==> src/rtl/switch_debouncer.sv <==
// switch_debouncer
// Synchronises and debounces the board slide switches and buttons.
// Each channel has a two-flop synchroniser and its own stability FSM with a counter.
// The FSM produces a clean level plus one-cycle rise and fall pulses.
// Channel 0 is the write-block select (switch0). Channel 1 is the read-block select (switch1).
module switch_debouncer #(
  parameter int CHANNELS      = 2,
  parameter int STABLE_CYCLES = 1_000_000
) (
  input  logic                clock,
  input  logic                reset,
  input  logic [CHANNELS-1:0] switch_raw,
  output logic [CHANNELS-1:0] switch_clean,
  output logic [CHANNELS-1:0] switch_rise,
  output logic [CHANNELS-1:0] switch_fall,
  output logic                switch_changed
);

  localparam int CW = $clog2(STABLE_CYCLES + 1);
  localparam logic [CW-1:0] LAST = CW'(STABLE_CYCLES - 1);

  typedef enum logic [1:0] {
    STABLE_LOW,
    WAIT_HIGH,
    STABLE_HIGH,
    WAIT_LOW
  } state_t;

  state_t              state      [CHANNELS];
  state_t              state_next [CHANNELS];
  logic [CW-1:0]       cnt        [CHANNELS];
  logic [CW-1:0]       cnt_next   [CHANNELS];
  logic [CHANNELS-1:0] sync1;
  logic [CHANNELS-1:0] sync2;
  logic [CHANNELS-1:0] clean_next;
  logic [CHANNELS-1:0] rise_next;
  logic [CHANNELS-1:0] fall_next;

  // Two-flop synchroniser that brings the asynchronous pins into the clock domain
  always_ff @(posedge clock) begin
    if (reset) begin
      sync1 <= '0;
      sync2 <= '0;
    end else begin
      sync1 <= switch_raw;
      sync2 <= sync1;
    end
  end

  // State register: holds each channel's FSM state and stability counter
  always_ff @(posedge clock) begin
    for (int i = 0; i < CHANNELS; i++) begin
      if (reset) begin
        state[i] <= STABLE_LOW;
        cnt[i]   <= '0;
      end else begin
        state[i] <= state_next[i];
        cnt[i]   <= cnt_next[i];
      end
    end
  end

  // Next-state logic: a WAIT state commits once the counter reaches its last value
  always_comb begin
    for (int i = 0; i < CHANNELS; i++) begin
      state_next[i] = state[i];
      case (state[i])
        STABLE_LOW:  if (sync2[i]) state_next[i] = WAIT_HIGH;
        WAIT_HIGH: begin
          if (!sync2[i])        state_next[i] = STABLE_LOW;
          else if (cnt[i] == LAST) state_next[i] = STABLE_HIGH;
        end
        STABLE_HIGH: if (!sync2[i]) state_next[i] = WAIT_LOW;
        WAIT_LOW: begin
          if (sync2[i])         state_next[i] = STABLE_HIGH;
          else if (cnt[i] == LAST) state_next[i] = STABLE_LOW;
        end
        default: state_next[i] = STABLE_LOW;
      endcase
    end
  end

  // Output logic: counter advance, next clean level, and the edge pulses set on a committed transition
  always_comb begin
    clean_next = switch_clean;
    rise_next  = '0;
    fall_next  = '0;
    for (int i = 0; i < CHANNELS; i++) begin
      cnt_next[i] = '0;
      case (state[i])
        WAIT_HIGH: begin
          if (sync2[i]) begin
            if (cnt[i] == LAST) begin
              clean_next[i] = 1'b1;
              rise_next[i]  = 1'b1;
            end else begin
              cnt_next[i] = cnt[i] + CW'(1);
            end
          end
        end
        WAIT_LOW: begin
          if (!sync2[i]) begin
            if (cnt[i] == LAST) begin
              clean_next[i] = 1'b0;
              fall_next[i]  = 1'b1;
            end else begin
              cnt_next[i] = cnt[i] + CW'(1);
            end
          end
        end
        default: cnt_next[i] = '0;
      endcase
    end
  end

  // Registered outputs, so the pulses last exactly one cycle after the committing edge
  always_ff @(posedge clock) begin
    if (reset) begin
      switch_clean   <= '0;
      switch_rise    <= '0;
      switch_fall    <= '0;
      switch_changed <= 1'b0;
    end else begin
      switch_clean   <= clean_next;
      switch_rise    <= rise_next;
      switch_fall    <= fall_next;
      switch_changed <= |(rise_next | fall_next);
    end
  end

endmodule

==> config.mk <==
export PLATFORM = sky130hd
export DESIGN_NAME = switch_debouncer
export DESIGN_NICKNAME = d
export VERILOG_FILES = /design/src/rtl/switch_debouncer.sv
export SDC_FILE = /design/constraint.sdc
export NUM_CORES = 1
export LEC_CHECK = 0
export CAP_MARGIN = 25
export CORE_MARGIN = 2
export CORE_UTILIZATION = 62
export CTS_CLUSTER_DIAMETER = 200
export CTS_CLUSTER_SIZE = 30
export DETAILED_ROUTE_END_ITERATION = 10
export DONT_BUFFER_PORTS = 1
export GPL_TIMING_DRIVEN = 1
export PLACE_DENSITY_LB_ADDON = 0.25
export REMOVE_ABC_BUFFERS = 1
export SYNTH_ARGS = -nofsm -noshare
export SYNTH_HDL_FRONTEND = slang
export SYNTH_SLANG_ARGS = --single-unit
==> constraint.sdc <==
create_clock -name clock -period 2 [get_ports clock]
set_clock_uncertainty 0.1 [all_clocks]
set_input_delay 0.4 -clock clock [delete_from_list [all_inputs] [get_ports clock]]
set_output_delay 0.4 -clock clock [all_outputs]
set_load 0.05 [all_outputs]
==> flow_metrics.py, run 1 <==
metrics = {
    "global_routing": {
        "globalRouteMet2Util_pct": 35.7,
        "grt_use_met1_pct": 25.3,
        "antenna_violations_before_repair": 0,
        "grt_busiest_layer": "met2",
        "wire_length_of_the_first_global_routing_pass_um": 7120,
        "first_global_vias": 1689,
        "grt_util_met3_pct": 6.68,
        "grt_max_degree": 21,
        "grt-ovfl-total": 0,
        "grtUsageTotal_pct": 21.8,
    },
    "final_layout": {
        "fillCellCount": 259,
        "post_route_cells_drive_above_1_share_pct": 9.29,
        "area_growth_syn_to_layout_pct": 9.75,
        "finalCoreUtilization_pct": 70.8,
        "layout.cell_area.non_filler_sq_um": 2590,
        "fin_nets": 277,
        "insertedDiodeCount": 0,
    },
    "pwr": {
        "power_mw": 1.85,
        "ir_drop_mv": 0.544,
        "cellLeakagePower_nw": 0.866,
        "pwr_density_cell_nw_per_um2": 713,
    },
    "sta": {
        "setup_viol": 0,
        "clock.fmax_ghz": 0.517,
        "rsz_0062_raised_after_global_routing": "no",
        "finalCritPeriodShare_pct": 96.8,
        "tightestPinTransition_ps": 517,
        "max_slew_vio_count": 0,
        "timing.max_slew.rel_slack_pct": 65.5,
        "post-route-min-period_ps": 1940,
        "final-hold-violation-count": 0,
    },
    "detailed_routing": {
        "drt-vias-per-instance": 5.43,
        "drt-total-wl_um": 4100,
        "detailedRoute.firstIterationViolations": 71,
        "antenna_left": 0,
        "wl_per_cell_um": 12.9,
        "drc": 0,
        "drt-pass1-iter-count": 4,
        "vias": 1722,
    },
    "synthesis": {
        "synth.ff_latch_count": 55,
        "postSynth.topFlopCell": "dfxtp_1",
        "synth_seq_area_share_pct": 46.6,
        "avgSynthCellArea_sq_um": 9.05,
        "ys_async_sr_fraction_pct": 0,
        "post_synth_edffs": 0,
        "post_synth_most_frequent_cells": "dfxtp_1, nor2_1, nand2_1, xor2_1, nand3_1",
        "synth_top_area_share_pct": 46.6,
        "netlist-cell-type-count": 41,
        "postSynthCellCount": 261,
        "synth_warnings": 0,
        "synthesis.area_sq_um": 2360,
        "library_cell_with_the_largest_summed_area_after_synthesis": "dfxtp_1",
        "synth.most_common_cell": "dfxtp_1",
        "synth.area.top_cells": "dfxtp_1, nor2_1, xor2_1",
    },
    "critical_path": {
        "critPathMaxStageDelay_ps": 420,
        "cp.buffers_inverters": 0,
        "cp-start-kind": "flip-flop",
        "critPathRequiredTime_ps": 2110,
        "crit_path_max_fanout": 4,
        "crit_chain": "ha_2 > and4_4 > nand2_1 > or3_1 > o31a_1 > o21a_1",
        "timing.critical_path.to_type": "flip-flop",
        "cp_top_family": "simple AND/OR/NAND/NOR gates",
        "timing_worst_setup_path_type": "reg2reg",
        "critical_path.slowest_cell": "or3_1",
        "worst-endpoint-arrival_ps": 2050,
    },
    "placement": {
        "gpl.final_weighted_congestion": 0.774,
        "place.detailed.hpwl_um": 2860,
        "dpl_cell_area_sq_um": 2460,
        "place.port_buffers": 0,
    },
    "clock_tree": {
        "tritoncts.num_buffers": 5,
        "clk_pin_slew_worst_paths_ps": 90,
        "root_buffer": "clkbuf_8",
        "clkLatencyLatePin_ps": 310,
        "cts_tree": "done",
        "post-cts-setup-buffers": 0,
        "clockBufferDepth": 2,
        "htree_levels": 2,
        "cts_num_sinks": 55,
    },
    "run": {
        "maxCapViolations": 0,
    },
    "hold_path": {
        "worst_hold_path_type": "in2reg",
    },
    "die": {
        "row_count": 22,
        "floorplan.die.width_um": 65.7,
        "fp.dieArea_sq_um": 4320,
        "chipHeight_um": 65.7,
        "top_level_ports": 11,
        "core_area_sq_um": 3660,
        "initial_core_util_pct": 64.5,
    },
    "status": {
        "result_of_the_run": "completed",
    },
}
==> metrics by stage <==
stage	instances	hold slack [ps]	setup WS, ps	setup TNS (ps)
6_report	317	46.9	64.0	0
5_1_grt	317	25.3	9.32	0
4_1_cts	317	42.4	41.8	0
3_5_place_dp	309	340	1.03	0
3_3_place_gp	309	319	138	0
2_1_floorplan	256	314	-405	-7930
==> report_power, final <==
group          switching, mW  internal [mW]
Combinational         0.0352         0.0293
Sequential            0.0187           1.11
Clock                  0.341          0.317
Total                  0.395           1.45
==> cell families (layout without fill, tap and decap cells) <==
| logic type | Yosys count | in the layout | synth area share [%] |
|---|---|---|---|
| AOI/OAI and AO/OA | 14 | 14 | 3.97 |
| and+or+nand+nor | 138 | 138 | 31.0 |
| buffers and inverters | 13 | 21 | 2.28 |
| xor gates and xnor gates | 34 | 34 | 12.6 |
| muxes | 2 | 2 | 0.848 |
| adders and majority gates | 5 | 5 | 2.65 |
| DFF | 55 | 55 | 46.6 |
==> worst paths after layout <==
kind / startpoint / endpoint / cells after the start / slack [ps]
setup / recovery: cnt[1][0] / switch_clean[1] / 6 / 60
setup reg to reg: cnt[1][0] / switch_clean[1] / 6 / 60
hold / removal: reset / sync2[1] / 1 / 50
hold reg to reg: sync1[1] / sync2[1] / 1 / 350
==> cells in the final DEF (no fill, tap or decap), types with 6 or more instances in the layout <==
cell type  Yosys  routed
xor2_1        20      20
nand3_1       17      17
nand4_1        8       8
xnor2_1       14      14
and3_1         6       6
nand2_1       20      20
nor3_1         8       8
dfxtp_1       55      54
clkbuf_8       0       7
inv_1          8       8
nor2_1        49      49
==> sequential cells by signal (all words and copies together) (netlist names), named ones only <==
register        flops
switch_fall         2
switch_rise         2
switch_changed      1
sync1               2
state               2
switch_clean        2
cnt                40
sync2               2
==> final cells by class <==
class                           instances  area (sq um)  share of cell area, %
Clock buffer                            8           100                   3.86
Inverter                                8          30.0                   1.16
Tap cell                               48          60.1                   2.32
Multi-Input combinational cell        193          1230                   47.6
Sequential cell                        55          1100                   42.6
Timing Repair Buffer                    5          62.6                   2.41
==> metal layers <==
| layer | vias to the layer above | part of all wire, % | wire length (um) |
|---|---|---|---|
| met3 | 8 | 3.0 | 122 |
| li1 | 894 | - | - |
| met4 | 0 | 1.9 | 76 |
| met5 | - | 0 | 0 |
| met1 | 799 | 48 | 1950 |
| met2 | 21 | 47 | 1950 |
==> what timing repair did <==
item	in CTS	in global routing
setup endpoints to repair	1	3
gates resized for setup	1	6
hold buffers	0	0
Note: power is estimated with default switching activity, not from simulation.
==> run 2, diff against run 1 <==
--- a/config.mk
+++ b/config.mk
@@ -7,11 +7,10 @@
 export LEC_CHECK = 0
 export CAP_MARGIN = 25
 export CORE_MARGIN = 2
-export CORE_UTILIZATION = 62
+export CORE_UTILIZATION = 59
 export CTS_CLUSTER_DIAMETER = 200
 export CTS_CLUSTER_SIZE = 30
 export DETAILED_ROUTE_END_ITERATION = 10
-export DONT_BUFFER_PORTS = 1
 export GPL_TIMING_DRIVEN = 1
 export PLACE_DENSITY_LB_ADDON = 0.25
 export REMOVE_ABC_BUFFERS = 1
==> run 2 against run 1 <==
Compared with the run above:
- non-clock buffer count increased by 14
- hold slack better by 280 ps
- die area is 4.8% higher
- sequential cell count unchanged
- final area rose by 6.3%
- critical endpoint is now switch_rise[1]
- largest power group unchanged
==> flow_metrics.py, run 2 (synthesis results as in run 1) <==
metrics = {
    "final_layout": {
        "layout_common_cells": "dfxtp_1, nor2_1, xor2_1, nand2_1, nand3_1",
        "fin_nets": 291,
        "fillCellCount": 290,
        "area_growth_syn_to_layout_pct": 16.6,
        "multi_input_comb_area_sq_um": 1240,
        "largest_register_ff_count": 40,
        "top_register": "cnt",
        "fin_cells": 331,
        "post_route_cells_drive_above_1_share_pct": 11.7,
        "area.sequential_sq_um": 1110,
        "insertedDiodeCount": 0,
        "layout_commonest_cell": "dfxtp_1",
        "layout.cell_area.non_filler_sq_um": 2750,
    },
    "sta": {
        "fin_tns_setup_ps": 0,
        "final-hold-violation-count": 0,
        "tightestPinTransition_ps": 507,
        "post-route-min-period_ps": 1930,
        "max_slew_vio_count": 0,
        "clock.fmax_ghz": 0.519,
        "post-route-worst-setup-slack_ps": 74.3,
        "rsz_0062_raised_after_global_routing": "no",
        "timing.max_slew.rel_slack_pct": 66.1,
        "finalCritPeriodShare_pct": 96.3,
        "hold_ws_ps": 331,
        "setup_viol": 0,
    },
    "placement": {
        "place.port_buffers": 10,
        "pre_cts_slack_ps": 43.6,
        "dpl_cell_area_sq_um": 2580,
        "dp_cells": 322,
        "place.detailed.hpwl_um": 3060,
        "gpl.final_weighted_congestion": 0.841,
    },
    "die": {
        "initial_core_util_pct": 63.1,
        "chipHeight_um": 67.3,
        "floorplan.die.width_um": 67.3,
        "core_area_sq_um": 3740,
        "top_level_ports": 11,
        "row_count": 22,
        "fp.dieArea_sq_um": 4520,
    },
    "critical_path": {
        "critPathRequiredTime_ps": 1500,
        "critical_path.slowest_cell": "clkdlybuf4s50_1",
        "worst-endpoint-arrival_ps": 1430,
        "cp-start-kind": "flip-flop",
        "cp_top_family": "buffers and inverters",
        "crit_path_max_fanout": 1,
        "cp.buffers_inverters": 1,
        "critPathMaxStageDelay_ps": 800,
        "crit_chain": "clkdlybuf4s50_1",
        "timing.critical_path.to_type": "output pin",
        "timing_worst_setup_path_type": "reg2out",
    },
    "global_routing": {
        "grtUsageTotal_pct": 21.3,
        "wire_length_of_the_first_global_routing_pass_um": 7300,
        "antenna_violations_before_repair": 0,
        "grt_max_degree": 21,
        "grt-ovfl-total": 0,
        "first_global_vias": 1675,
    },
    "pwr": {
        "pwr_density_cell_nw_per_um2": 719,
        "cellLeakagePower_nw": 0.970,
        "ir_drop_mv": 0.500,
    },
    "detailed_routing": {
        "antenna_left": 0,
        "vias": 1822,
        "drt-total-wl_um": 4360,
        "drc": 0,
        "detailedRoute.firstIterationViolations": 175,
        "drt-pass1-iter-count": 4,
        "wl_per_cell_um": 13.2,
        "drt-vias-per-instance": 5.50,
    },
    "clock_tree": {
        "clkLatencyLatePin_ps": 310,
        "root_buffer": "clkbuf_8",
        "cts_num_sinks": 55,
        "htree_levels": 2,
        "tritoncts.num_buffers": 5,
        "cts_tree": "done",
        "clockBufferDepth": 2,
        "clk_pin_slew_worst_paths_ps": 90,
    },
    "run": {
        "maxCapViolations": 0,
    },
    "status": {
        "result_of_the_run": "completed",
    },
    "hold_path": {
        "worst_hold_path_type": "reg2reg",
    },
}
run 2: cell count changes in the layout (fill, tap and decap cells not counted), moves of 2 or more:
cell             before  now
dfxtp_2               0    2
clkdlybuf4s50_1       0    8
dfxtp_1              54   52
dlymetal6s2s_1        0    2
buf_4                 3    7
run 2: routing by layer:
layer | global-route usage (%) | wire, um | up-vias | share of wire (%)
met1 | 26.5 | 1950 | 845 | 45
li1 | - | - | 922 | -
met2 | 35.9 | 2130 | 44 | 49
met3 | 5.00 | 183 | 11 | 4.2
met5 | 0 | 0 | - | 0
met4 | 7.91 | 89 | 0 | 2.0
run 2: final timing paths:
kind	slack, ps	startpoint	to	cells after the start
min	330	cnt[1][0]	cnt[1][0]	1
max	70	switch_rise[1]	switch_rise[1]	1
min reg2reg	330	cnt[1][0]	cnt[1][0]	1
max reg2reg	90	state[1][0]	state[1][0]	7
run 2: repair_timing:
item	CTS	global route
endpoints found under the setup margin	1	6
gates resized for setup	2	11
hold buffers	0	0
setup buffers	0	1
pin swaps	0	3
run 2: final cells by class:
| class | count | share of cell area (%) |
|---|---|---|
| well taps | 48 | 2.18 |
| clock inverters | 2 | 1.27 |
| clock buffers | 6 | 3.00 |
| inverters | 8 | 1.09 |
| flip-flops and latches | 55 | 40.2 |
| multi-input cells | 193 | 45.1 |
| repair buffers | 19 | 7.18 |
run 2: per-stage QoR:
| stage | power, mW | utilization [%] |
|---|---|---|
| after floorplan | 1.19 | - |
| after global placement | 1.22 | 69.0 |
| after detailed placement | 1.23 | 69.0 |
| after CTS | 1.97 | 72.3 |
| after global routing | 2.06 | 73.6 |
| final | 1.98 | 73.6 |
run 2: power by group:
| part | total [mW] | switching (mW) | internal, mW |
|---|---|---|---|
| sequential | 1.12 | 0.0131 | 1.11 |
| clock | 0.756 | 0.350 | 0.405 |
| combinational | 0.105 | 0.0557 | 0.0490 |
==> RTL edit 1, RTL diff (settings of run 2) <==
Set the parameter `STABLE_CYCLES` to 2_000_000 (it was 1_000_000).
--- a/src/rtl/switch_debouncer.sv
+++ b/src/rtl/switch_debouncer.sv
@@ -6,5 +6,5 @@
 module switch_debouncer #(
   parameter int CHANNELS      = 2,
-  parameter int STABLE_CYCLES = 1_000_000
+  parameter int STABLE_CYCLES = 2_000_000
 ) (
   input  logic                clock,
Check against the original RTL: no difference found for any inputs over 10 cycles, from zero or initial values and one cycle with reset high; that may be too few to reach the edited logic, so the function may still have changed.
==> RTL edit 1 against run 2 <==
- clock power is 23% higher
- total power is 9.7% higher
- synthesized area grew 7.4%
- sequential cell count is 2 higher
- wire length up 7.2%
- register-to-register slack worse by 0.08 ns
- cell area rose by 12%
- count of clock-buffer cells in the layout increased by 7
- global-route usage fell by 0.43 points
- worst setup slack worse by 0.061 ns
- critical path type is now reg -> reg
- largest power group unchanged
==> RTL edit 1: results (changes against run 2) <==
\begin{tabular}{lr}
\hline
Metric & Value \\
\hline
\multicolumn{2}{l}{\textbf{Power and ir drop}} \\
\quad Switching share of power & 21.2\% (about the same) \\
\quad Leakage power summed over all cells & 0.00107 uW (+11\%) \\
\quad Power Clock & 931 uW (+23\%) \\
\quad Maximum resistive drop on vdd & 0.456 mV (-8.8\%) \\
\quad Flip-flop and latch power & 1160 uW (+4\%) \\
\quad Combinational power & 83.0 uW (-21\%) \\
\multicolumn{2}{l}{\textbf{Final layout}} \\
\quad Nets@finish & 318 (+9.3\%) \\
\quad Share of layout cells above drive strength 1 & 18.6\% (+7.0 points) \\
\quad Number of flip-flops under the largest register name & 42 (+5.0\%) \\
\quad Cell Count, Final, Fillers Out & 361 (+9.1\%) \\
\multicolumn{2}{l}{\textbf{Synth}} \\
\quad Leading cell types by count after synthesis & sky130\_fd\_sc\_hd\_\_dfxtp\_1 (57), sky130\_fd\_sc\_hd\_\_nor2\_1 (43), sky130\_fd\_sc\_hd\_\_xor2\_1 (23), sky130\_fd\_sc\_hd\_\_nand2\_1 (21) \\
\quad Ranking of synthesized cells by area & sky130\_fd\_sc\_hd\_\_dfxtp\_1 (45\%), sky130\_fd\_sc\_hd\_\_xor2\_1 (7.9\%), sky130\_fd\_sc\_hd\_\_nor2\_1 (6.4\%) \\
\quad Number of cells produced by synthesis & 275 (+5.4\%) \\
\quad Count of unique library cells instantiated by Yosys & 49 (+20\%) \\
\quad Fraction of the yosys area taken by sequential cells & 45.0\% (-1.6 points) \\
\quad Async set or reset register ratio after synthesis & 0\% (unchanged) \\
\multicolumn{2}{l}{\textbf{Clock network}} \\
\quad Worst skew pair latency & 0.33 ns (+0.02 ns) \\
\quad Total CTS buffers & 9 (+4) \\
\quad CTS clk-pin slew, worst paths & 0.06 ns (-0.03 ns) \\
\quad Count of H-tree levels built during CTS & 3 (+1) \\
\multicolumn{2}{l}{\textbf{Global routing}} \\
\quad Global-route wire length before repair & 7960 um (+9.1\%) \\
\quad GRT Util Overall & 20.9\% (-0.43 points) \\
\quad Via count of the first global-routing pass & 1792 (+7.0\%) \\
\multicolumn{2}{l}{\textbf{Route}} \\
\quad Drt first-iter violations & 52 (-70\%) \\
\quad Final WL & 4670 um (+7.2\%) \\
\quad Detail-routed via count per cell & 5.44 (-1.1\%) \\
\multicolumn{2}{l}{\textbf{Placed design}} \\
\quad HPWL reported at the end of detailed placement & 3210 um (+4.9\%) \\
\quad Inst Count DP & 345 (+7.1\%) \\
\quad Placed inst area & 2800 um\^{}2 (+8.4\%) \\
\quad Gp weighted congestion & 0.840 (-0.17\%) \\
\quad Worst setup slack after placement & -0.0307 ns (-0.0743 ns) \\
\multicolumn{2}{l}{\textbf{Setup path}} \\
\quad Arrival @ worst endpoint & 2.11 ns (+0.68 ns) \\
\quad Crit Path Max Fanout & 6 (+5) \\
\multicolumn{2}{l}{\textbf{STA}} \\
\quad Worst-Margin Slew & 0.489 ns (-0.0183 ns) \\
\multicolumn{2}{l}{\textbf{Outcome}} \\
\quad Outcome & finished clean \\
\hline
\end{tabular}
RTL edit 1: cells by family (layout without fill, tap and decap cells):
logic type / count (synthesis) / in the layout / synth area share [%]
XOR/XNOR: 37 / 37 / 12.8
buffers and inverters: 15 / 51 / 2.91
adder cells (fa/ha/maj): 5 / 5 / 2.47
AO/OA/AOI/OAI: 15 / 15 / 4.39
multiplexers: 1 / 1 / 0.395
flip-flops: 57 / 57 / 45.0
AND/OR/NAND/NOR: 145 / 145 / 32.0
RTL edit 1: final cells by class:
cell class | instances | area, um^2
inverters | 10 | 37.5
flip-flops and latches | 57 | 1150
fillers | 268 | 981
clock buffers | 13 | 169
well taps | 50 | 62.6
multi-input cells | 203 | 1390
repair buffers | 28 | 275
RTL edit 1: critical path, stage by stage (launching register included):
cell                        delay (ns)
sky130_fd_sc_hd__dfxtp_4          0.35
sky130_fd_sc_hd__or4b_4           0.54
sky130_fd_sc_hd__nor4_4           0.38
sky130_fd_sc_hd__a21oi_4          0.14
sky130_fd_sc_hd__nand2b_4         0.15
sky130_fd_sc_hd__clkbuf_16        0.17
sky130_fd_sc_hd__nor2_1           0.04
RTL edit 1: worst paths after layout:
| kind | from | slack, ns | to | cells after the start |
|---|---|---|---|---|
| setup / recovery | cnt[1][14] | 0.01 | cnt[1][16] | 6 |
| hold / removal | sync1[1] | 0.35 | sync2[1] | 1 |
| setup reg to reg | cnt[1][14] | 0.01 | cnt[1][16] | 6 |
| hold reg to reg | sync1[1] | 0.35 | sync2[1] | 1 |
RTL edit 1: timing repair:
item,4_1_cts,5_1_grt
resized for setup,2,17
endpoints found under the setup margin,2,30
pin swaps,0,12
setup buffers,0,2
cloned,0,1
RTL edit 1: layer usage:
layer  wire length (um)  global-route usage, %
met5                  0                      0
met4                 71                   10.5
met3                212                   7.27
met2               2190                   31.9
met1               2200                   26.1
==> RTL edit 2, RTL diff (settings of run 2) <==
Without the edit above. Register the input `switch_raw` before use, cleared by the reset. The logic sees it one clock later.
--- a/src/rtl/switch_debouncer.sv
+++ b/src/rtl/switch_debouncer.sv
@@ -27,4 +27,14 @@
   } state_t;
 
+  logic [CHANNELS-1:0] switch_raw_q;
+
+  always_ff @(posedge clock) begin
+    if (reset) begin
+      switch_raw_q <= '0;
+    end else begin
+      switch_raw_q <= switch_raw;
+    end
+  end
+
   state_t              state      [CHANNELS];
   state_t              state_next [CHANNELS];
@@ -43,5 +53,5 @@
       sync2 <= '0;
     end else begin
-      sync1 <= switch_raw;
+      sync1 <= switch_raw_q;
       sync2 <= sync1;
     end
Behaviour: no difference found for any inputs over 10 cycles, from zero or initial values and one cycle with reset high; that may be too few to reach the edited logic, so the function may still have changed.
==> RTL edit 2 against run 2 <==
- maximum frequency shrank 2.8%
- wire length shrank 6.6%
- cell area grew 4.7%
- die area grew 2.8%
- sequential cell count grew 2
- cell count grew 7.9%
- sequential power grew 4%
- via count grew 0.66%
- total power grew 14%
- worst setup slack lost 0.056 ns
- sequential share of layout area shrank 0.63 points
- synthesized area grew 3.0%
- critical endpoint is now state[1][0]
- largest cell class unchanged
==> RTL edit 2: results (changes against run 2) <==
\begin{tabular}{lr}
\hline
Metric & Value \\
\hline
\multicolumn{2}{l}{\textbf{Outcome}} \\
\quad Outcome & finished clean \\
\multicolumn{2}{l}{\textbf{Setup path}} \\
\quad Arrival @ worst endpoint & 2.13 ns (+0.70 ns) \\
\quad Delay of the slowest cell on the worst path & 0.53 ns (-0.27 ns) \\
\quad R2R setup slack & 0.02 ns (-0.07 ns) \\
\quad Crit Path Max Fanout & 5 (+4) \\
\multicolumn{2}{l}{\textbf{Placed design}} \\
\quad Worst setup slack after placement & -0.0462 ns (-0.0898 ns) \\
\quad Placed inst area & 2670 um\^{}2 (+3.4\%) \\
\multicolumn{2}{l}{\textbf{Synth}} \\
\quad Number of cells produced by synthesis & 274 (+5.0\%) \\
\quad Leading cell types by count after synthesis & sky130\_fd\_sc\_hd\_\_dfxtp\_1 (57), sky130\_fd\_sc\_hd\_\_nor2\_1 (57), sky130\_fd\_sc\_hd\_\_xnor2\_1 (24), sky130\_fd\_sc\_hd\_\_nand3\_1 (18), sky130\_fd\_sc\_hd\_\_nand2\_1 (15) \\
\quad Fraction of the yosys area taken by sequential cells & 46.9\% (+0.30 points) \\
\quad Count of unique library cells instantiated by Yosys & 40 (-2.4\%) \\
\multicolumn{2}{l}{\textbf{Power and ir drop}} \\
\quad Power Clock & 1010 uW (+34\%) \\
\quad Maximum resistive drop on vdd & 0.713 mV (+43\%) \\
\multicolumn{2}{l}{\textbf{Route}} \\
\quad Total number of vias & 1834 (+0.66\%) \\
\quad Drt first-iter violations & 111 (-37\%) \\
\multicolumn{2}{l}{\textbf{Final layout}} \\
\quad Signal buffers share of area & 7.81\% (+0.63 points) \\
\quad Number of ordinary and repair buffers in the finished layout & 26 (+7) \\
\quad Multi-input comb cells & 199 (+3.1\%) \\
\quad Logic inverters & 9 (+1) \\
\quad Number of filler cells placed in the layout & 304 (+4.8\%) \\
\multicolumn{2}{l}{\textbf{Clock network}} \\
\quad Total CTS buffers & 9 (+4) \\
\quad Total number of clock tree sinks & 57 (+3.6\%) \\
\multicolumn{2}{l}{\textbf{STA}} \\
\quad Hold Worst Slack & 0.338 ns (+0.00742 ns) \\
\multicolumn{2}{l}{\textbf{Global routing}} \\
\quad Pin count of the biggest net entering global routing & 20 (-4.8\%) \\
\multicolumn{2}{l}{\textbf{Floorplanning}} \\
\quad Full die area & 4650 um\^{}2 (+2.8\%) \\
\multicolumn{2}{l}{\textbf{Min path}} \\
\quad Beginning of the worst hold path & sync1[1] \\
\quad Hold EP & sync2[1] \\
\hline
\end{tabular}
==> RTL edit 2: cell count changes in the layout (fill, tap and decap cells not counted), sizes merged, moves of 3 or more <==
cell	delta
xnor2	+10
buf	+7
clkbuf	+7
nor2	+7
xor2	-7
nand2	-5
and3	-3
nor2b	+3
==> RTL edit 2: cells by family after synthesis <==
| family | Yosys count | share of synthesized area [%] |
|---|---|---|
| and+or+nand+nor | 142 | 29.2 |
| DFF | 57 | 46.9 |
| xor gates and xnor gates | 37 | 13.3 |
| buffers and inverters | 18 | 3.19 |
| AOI/OAI and AO/OA | 12 | 3.55 |
| adders and majority gates | 5 | 2.57 |
| muxes | 3 | 1.24 |
==> RTL edit 2: timing repair <==
item,in CTS,in global routing
cloned,0,0
hold buffers,0,0
pin swaps,5,0
endpoints found under the setup margin,5,28
resized for setup,2,5
==> RTL edit 2: layer usage <==
metal	wire (um)	share of wire, %	GRT usage, %
met1	1920	47	23.2
met2	1970	48	32.5
met3	112	2.8	7.40
met4	63	1.5	10.5
met5	0	0	0
